`config.mk`:
```
export PLATFORM = sky130hd
export DESIGN_NAME = johnson_counter
export DESIGN_NICKNAME = d
export VERILOG_FILES = /design/src/rtl/johnson_counter_pkg.sv /design/src/rtl/johnson_decode.sv /design/src/rtl/johnson_counter.sv
export SDC_FILE = /design/constraint.sdc
export NUM_CORES = 1
export LEC_CHECK = 0
export CAP_MARGIN = 20
export CORE_AREA = 5 5 42 44
export CTS_CLUSTER_SIZE = 12
export DETAILED_ROUTE_END_ITERATION = 8
export DIE_AREA = 0 0 47 49
export HOLD_SLACK_MARGIN = 0.12
export SLEW_MARGIN = 10
export SYNTH_ARGS = -nofsm -noshare
export SYNTH_HDL_FRONTEND = slang
export SYNTH_SLANG_ARGS = --single-unit
```
`constraint.sdc`:
```
create_clock -name clk -period 2.3 [get_ports clk]
set_input_delay 0.46 -clock clk [delete_from_list [all_inputs] [get_ports clk]]
set_output_delay 0.46 -clock clk [all_outputs]
set_load 0.01 [all_outputs]
```
`src/rtl/johnson_counter_pkg.sv`:
```
// Shared constants and helpers for the Johnson counter and its decoder.
package johnson_counter_pkg;

  localparam int DEFAULT_WIDTH = 4;

  // Bits needed to index every state of a 2*width-long Johnson sequence.
  function automatic int phase_width(input int width);
    return $clog2(2 * width);
  endfunction

endpackage

```
`src/rtl/johnson_decode.sv`:
```
// Combinational decode of a Johnson code into its sequence index and a
// legality flag.
module johnson_decode
  import johnson_counter_pkg::*;
#(
  parameter int WIDTH = DEFAULT_WIDTH,
  localparam int PW = phase_width(WIDTH)
) (
  input  logic [WIDTH-1:0] count,
  output logic [PW-1:0]    phase,
  output logic             illegal
);

  logic [WIDTH-1:0] inv;
  logic             low_run;
  logic             high_run;
  logic [PW:0]      ones;
  logic [PW:0]      span;

  // A run of ones anchored at bit 0 has no carry overlap with itself + 1;
  // the complement test catches the runs anchored at the MSB.
  assign inv      = ~count;
  assign low_run  = ((count & (count + WIDTH'(1))) == '0);
  assign high_run = ((inv & (inv + WIDTH'(1))) == '0);
  assign illegal  = ~(low_run | high_run);
  assign span     = (PW+1)'(2 * WIDTH);

  always_comb begin
    ones = '0;
    for (int i = 0; i < WIDTH; i++) begin
      ones = ones + {{PW{1'b0}}, count[i]};
    end
  end

  always_comb begin
    phase = '0;
    if (!illegal) begin
      if (count[WIDTH-1]) phase = PW'(span - ones);
      else                phase = PW'(ones);
    end
  end

endmodule

```
`src/rtl/johnson_counter.sv`:
```
// Bidirectional Johnson counter with synchronous clear and one-cycle
// recovery from illegal codes.
module johnson_counter
  import johnson_counter_pkg::*;
#(
  parameter int WIDTH = DEFAULT_WIDTH,
  localparam int PW = phase_width(WIDTH)
) (
  input  logic             clk,
  input  logic             rst,
  input  logic             en,
  input  logic             dir,
  input  logic             clr,
  output logic [WIDTH-1:0] count,
  output logic [PW-1:0]    phase,
  output logic             illegal
);

  logic [WIDTH-1:0] count_p0;
  logic [WIDTH-1:0] count_nxt;
  logic [WIDTH-1:0] step_fwd;
  logic [WIDTH-1:0] step_rev;

  assign step_fwd = {count_p0[WIDTH-2:0], ~count_p0[WIDTH-1]};
  assign step_rev = {~count_p0[0], count_p0[WIDTH-1:1]};

  always_comb begin
    count_nxt = count_p0;
    if (clr)          count_nxt = '0;
    else if (illegal) count_nxt = '0;
    else if (en)      count_nxt = dir ? step_rev : step_fwd;
  end

  // Stage p0: the only state in the design.
  always_ff @(posedge clk or posedge rst) begin
    if (rst) count_p0 <= '0;
    else     count_p0 <= count_nxt;
  end

  assign count = count_p0;

  johnson_decode #(.WIDTH(WIDTH)) u_decode (
    .count   (count_p0),
    .phase   (phase),
    .illegal (illegal)
  );

endmodule

```
==> results of run 1 <==
==> power by group through the flow <==
stage                     Sequential (mW)  Clock [mW]  Combinational [mW]
after global placement             0.0839           0               0.226
after CTS                          0.0829       0.103               0.250
after global routing               0.0837       0.112               0.321
final                              0.0828       0.101               0.290
after floorplan                    0.0919           0               0.115
after detailed placement           0.0839           0               0.230
==> critical path, stage by stage (launching register included) <==
cell	delay, ps
dfrtp_2	370
inv_2	50
ha_4	260
inv_2	30
fa_2	330
inv_2	70
ha_4	190
inv_2	60
ha_4	180
mux2i_1	150
a21oi_2	40
buf_2	130
==> per-layer routing <==
metal | global-route usage (%) | up-vias | routed length, um
met5 | 0 | - | 0
met4 | 8.295 | 0 | 22
met3 | 1.107 | 3 | 57
met2 | 18.55 | 15 | 601
met1 | 15.56 | 211 | 540
li1 | - | 230 | -
==> Yosys cell counts, types with 2 or more instances <==
cell and n:
a211o_1 2, a21oi_1 6, dfrtp_1 4, ha_1 6
inv_1 10, mux2i_1 3, nand2_1 2, nor2_1 3
==> area by class of cell <==
class	count	area (um^2)	share of cell area (%)
Sequential cell	4	102.6	13.58
Clock buffer	4	26.28	3.477
Timing Repair Buffer	26	211.5	27.98
Tap cell	16	20.02	2.649
Inverter	10	37.54	4.967
Multi-Input combinational cell	35	357.8	47.35
==> through the flow <==
stage	utilization, %	setup TNS, ps
after global routing	53.93	-973.7
after CTS	51.07	-731.3
after floorplan	-	-54.92
final	53.93	-648.4
after detailed placement	45.98	-1051
after global placement	45.98	-996.3
==> kinds of logic after synthesis <==
kind of cell / synth area share, %
AND/OR/NAND/NOR: 12.05
adder cells (fa/ha/maj): 21.29
buffers and inverters: 11.76
multiplexers: 6.723
XOR/XNOR: 1.961
flip-flops: 22.41
AO/OA/AOI/OAI: 23.81
==> timing repair <==
action	CTS	global route
setup endpoints to repair	4	4
setup buffers	2	4
pin swaps	5	2
hold buffers	0	0
gates resized for setup	19	4
cloned	0	0
==> worst paths after layout <==
kind | start | to | slack [ps]
min in group clk | count[3]$_DFFE_PP0P_ | count[3]$_DFFE_PP0P_ | 730
setup / recovery | count[1]$_DFFE_PP0P_ | phase[1] | -280
hold reg to reg | count[3]$_DFFE_PP0P_ | count[3]$_DFFE_PP0P_ | 730
max in group asynchronous | rst | count[0]$_DFFE_PP0P_ | 1750
setup reg to reg | count[1]$_DFFE_PP0P_ | count[3]$_DFFE_PP0P_ | 500
hold / removal | rst | count[1]$_DFFE_PP0P_ | 390
==> flow_metrics.env, run 1 <==
export IMPL_whs_ps=390.9
export IMPL_ir_drop_mv=0.2186
export IMPL_leakage_nw=0.3192
export IMPL_dp_cells=85
export IMPL_final_common_cell="buf_4"
export IMPL_clk_latency_ps=250
export IMPL_worst_slack_ps=-282.4
export IMPL_vias=459
export IMPL_yosysUniqueCellTypes=24
export IMPL_drv_slew=0
export IMPL_synth_top_area_share_pct=22.41
export IMPL_violations="setup timing"
export IMPL_p_sw_share_pct=36.83
export IMPL_ys_seq_area_share_pct=22.41
export IMPL_end_kind="output pin"
export IMPL_synthTopCellsByArea="dfrtp_1 22%, ha_1 17%, inv_1 8.4%"
export IMPL_vias_per_cell=4.832
export IMPL_ios=13
export IMPL_fmax_ghz=0.3872
export IMPL_cts_buffers=3
export IMPL_die_w_um=47
export IMPL_drtIter0Drc=11
export IMPL_syn_area_um2=446.7
export IMPL_nFillCells=151
export IMPL_switching_power_mw=0.1746
export IMPL_max_slew_margin_rel_pct=78.76
export IMPL_status="complete, but fails checks"
export IMPL_antenna_found_initial=0
export IMPL_max_cap_viol_count=0
export IMPL_port_buffers=12
export IMPL_ys_ff_latch=4
export IMPL_layout_common_cells="14 x buf_4, 8 x clkdlybuf4s50_1, 5 x inv_1, 5 x inv_2, 4 x a21oi_1"
export IMPL_largest_reg_flops=4
export IMPL_synth_edf_count=0
export IMPL_fin_crit_ps=2582
export IMPL_core_area_um2=1401
export IMPL_reg2regPathDepth=7
export IMPL_rsz0062_at_grt="true"
export IMPL_combPwrFrac_pct=61.2
export IMPL_place_ws_ps=-523.6
export IMPL_p_clk_share_pct=21.4
export IMPL_hold_viol_final=0
export IMPL_firstDrtPassIters=4
export IMPL_dieArea_um2=2303
export IMPL_seqPwrFrac_pct=17.5
export IMPL_drc=0
export IMPL_instances_no_fill=95
export IMPL_p_total_mw=0.4742
export IMPL_tightest_slew_ps=316.1
export IMPL_grt_first_pass_wirelength_um=2021
export IMPL_ys_flop_type="dfrtp_1"
export IMPL_drive_gt1_share_pct=49.37
export IMPL_cts_root_buf="clkbuf_4"
export IMPL_setup_violations=3
export IMPL_initial_core_util_pct=31.87
export IMPL_gr_total_overflow=0
export IMPL_grt_max_degree=9
export IMPL_rows=14
export IMPL_clock_skew_ps=6.115
export IMPL_worstPathMaxFanout=2
export IMPL_final_cell_area_um2=755.7
export IMPL_clock_sinks=4
export IMPL_yosys_area_top_type="dfrtp_1"
export IMPL_cts_clk_slew_worst_paths_ps=40
export IMPL_diodes=0
export IMPL_yosysWarnings=0
export IMPL_async_reset_ff_share_pct=100.0
export IMPL_syn_area_per_cell_um2=8.590
export IMPL_placed_area_um2=644.4
export IMPL_p_int_mw=0.2995
export IMPL_ant_nets=0
export IMPL_fin_crit_sh_pct=112.3
export IMPL_min_path_type="in -> async"
export IMPL_worstPathArrival_ps=2120
export IMPL_wl_um=1221
export IMPL_clockBufferDepth=2
export IMPL_critPathLaunchType="flop"
export IMPL_track_usage_pct=12.23
export IMPL_cp_required_ps=1840
export IMPL_wire_per_inst_um=12.85
export IMPL_worst_setup_path_type="reg -> out"
export IMPL_grt_pass1_vias=472
export IMPL_gp_congestion=0.7363
export IMPL_die_h_um=49
export IMPL_syn_num_nets=64
export IMPL_p_per_area_nw_per_um2=627.4
export IMPL_area_delta_synth_final_pct=69.19
export IMPL_cts_tree="done"
export IMPL_h_tree_depth=1
export IMPL_hpwl_um=833.3
export IMPL_syn_inst=52
export IMPL_nNetsFinal=92
No activity file was read; power rests on OpenSTA's default activity.
==> run 2, diff against run 1 <==
Settings changed: SKIP_LAST_GASP set to 1.
==> flow_metrics.env, run 2 (synthesis gave the netlist of run 1 again) <==
export IMPL_status="complete, but fails checks"
export IMPL_violations="setup timing"
export IMPL_crit_buf_inv=5
export IMPL_fin_crit_ps=2583
export IMPL_worstPathMaxFanout=2
export IMPL_worst_setup_path_type="reg -> out"
export IMPL_rows=14
export IMPL_dp_cells=85
export IMPL_critPathSlowestCell="dfrtp_2"
export IMPL_layout_common_cells="14 x buf_4, 8 x clkdlybuf4s50_1, 5 x inv_1, 5 x inv_2, 4 x a21oi_1"
export IMPL_die_h_um=49
export IMPL_tightest_slew_ps=316.1
export IMPL_rsz0062_at_grt="true"
export IMPL_clock_skew_ps=6.115
export IMPL_cp_required_ps=1840
export IMPL_vias=456
export IMPL_cts_clk_slew_worst_paths_ps=40
export IMPL_max_slew_margin_rel_pct=78.76
export IMPL_clockBufferDepth=2
export IMPL_firstDrtPassIters=4
export IMPL_initial_core_util_pct=31.87
export IMPL_diodes=0
export IMPL_leakage_nw=0.3190
export IMPL_min_path_type="in -> async"
export IMPL_core_area_um2=1401
export IMPL_largest_reg_flops=4
export IMPL_h_tree_depth=1
export IMPL_hpwl_um=833.3
export IMPL_die_w_um=47
export IMPL_gr_total_overflow=0
export IMPL_end_kind="output pin"
export IMPL_cpMostUsedCell="inv_2"
export IMPL_place_ws_ps=-523.6
export IMPL_track_usage_pct=12.23
export IMPL_cts_buffers=3
export IMPL_drc=0
export IMPL_clock_sinks=4
export IMPL_path_cells="inv_2 -> ha_4 -> inv_2 -> fa_2 -> inv_2 -> ha_4 -> inv_2 -> ha_4 -> nor2b_1 -> xnor2_1 -> a21oi_2 -> buf_2"
export IMPL_ios=13
export IMPL_critPathMaxStageDelay_ps=370
export IMPL_setup_violations=3
export IMPL_fmax_ghz=0.3871
export IMPL_drive_gt1_share_pct=48.10
export IMPL_worstPathArrival_ps=2120
export IMPL_wl_um=1216
export IMPL_drv_slew=0
export IMPL_max_cap_viol_count=0
export IMPL_multi_input_area_um2=355.3
export IMPL_grt_max_degree=9
export IMPL_wire_per_inst_um=12.80
export IMPL_antenna_found_initial=0
export IMPL_nNetsFinal=92
export IMPL_vias_per_cell=4.800
export IMPL_ir_drop_mv=0.2186
export IMPL_drtIter0Drc=11
export IMPL_final_common_cell="buf_4"
export IMPL_instances_no_fill=95
export IMPL_ant_nets=0
export IMPL_port_buffers=12
export IMPL_cts_tree="done"
export IMPL_crit_family="adder cells"
export IMPL_p_total_mw=0.4716
export IMPL_clk_latency_ps=250
export IMPL_area_delta_synth_final_pct=68.63
export IMPL_ff_latch_area_um2=102.6
export IMPL_worst_slack_ps=-283.2
export IMPL_grt_pass1_vias=472
export IMPL_fin_crit_sh_pct=112.3
export IMPL_critPathLaunchType="flop"
export IMPL_nFillCells=150
export IMPL_cts_root_buf="clkbuf_4"
export IMPL_hold_viol_final=0
export IMPL_gp_congestion=0.7363
export IMPL_grt_first_pass_wirelength_um=2021
export IMPL_dieArea_um2=2303
export IMPL_p_per_area_nw_per_um2=626.1
export IMPL_ctsHoldBuffers=0
run 2: cell types whose count changed in the layout (fill, tap and decap cells not counted):
cell	change
nor2b_2	-1
nor2b_1	+1
run 2: metrics by stage:
stage	utilization (%)	TNS, ps	hold slack [ps]	instance area [um^2]
floorplan	-	-54.92	225.9	459.2
global placement	45.98	-996.3	649.7	644.4
detailed placement	45.98	-1051	655.6	644.4
CTS	51.07	-731.3	392.8	715.7
global route	53.75	-985.6	402.3	753.2
finish	53.75	-651.6	390.9	753.2
run 2: power breakdown:
part / switching [mW] / internal, mW / leakage [nW] / total, mW
Sequential: 0.00452 / 0.0783 / 0.0506 / 0.0828
Clock: 0.0358 / 0.0655 / 0.0150 / 0.101
Combinational: 0.133 / 0.154 / 0.253 / 0.287
run 2: final cells by class:
class,instances,share of cell area (%)
multi-input cells,35,47.18
repair buffers,26,28.07
flip-flops and latches,4,13.62
inverters,10,4.983
clock buffers,4,3.488
well taps,16,2.658
run 2: final timing paths:
check	start	end	slack [ps]	cells past startpoint
setup / recovery	count[1]$_DFFE_PP0P_	phase[2]	-280	12
hold / removal	rst	count[1]$_DFFE_PP0P_	390	2
setup reg to reg	count[1]$_DFFE_PP0P_	count[3]$_DFFE_PP0P_	500	7
hold reg to reg	count[3]$_DFFE_PP0P_	count[3]$_DFFE_PP0P_	730	3
max in group asynchronous	rst	count[0]$_DFFE_PP0P_	1750	2
min in group clk	count[3]$_DFFE_PP0P_	count[3]$_DFFE_PP0P_	730	3
run 2: layer usage:
metal	wire [um]	global-route usage [%]	share of wire, %
met1	536	15.56	44
met2	600	18.55	49
met3	57	1.107	4.7
met4	22	8.295	1.8
met5	0	0	0
run 2: timing repair:
action                                  4_1_cts  5_1_grt
endpoints found under the setup margin        4        4
pin swaps                                     5        2
gates resized for setup                      19        3
buffers inserted                              2        4
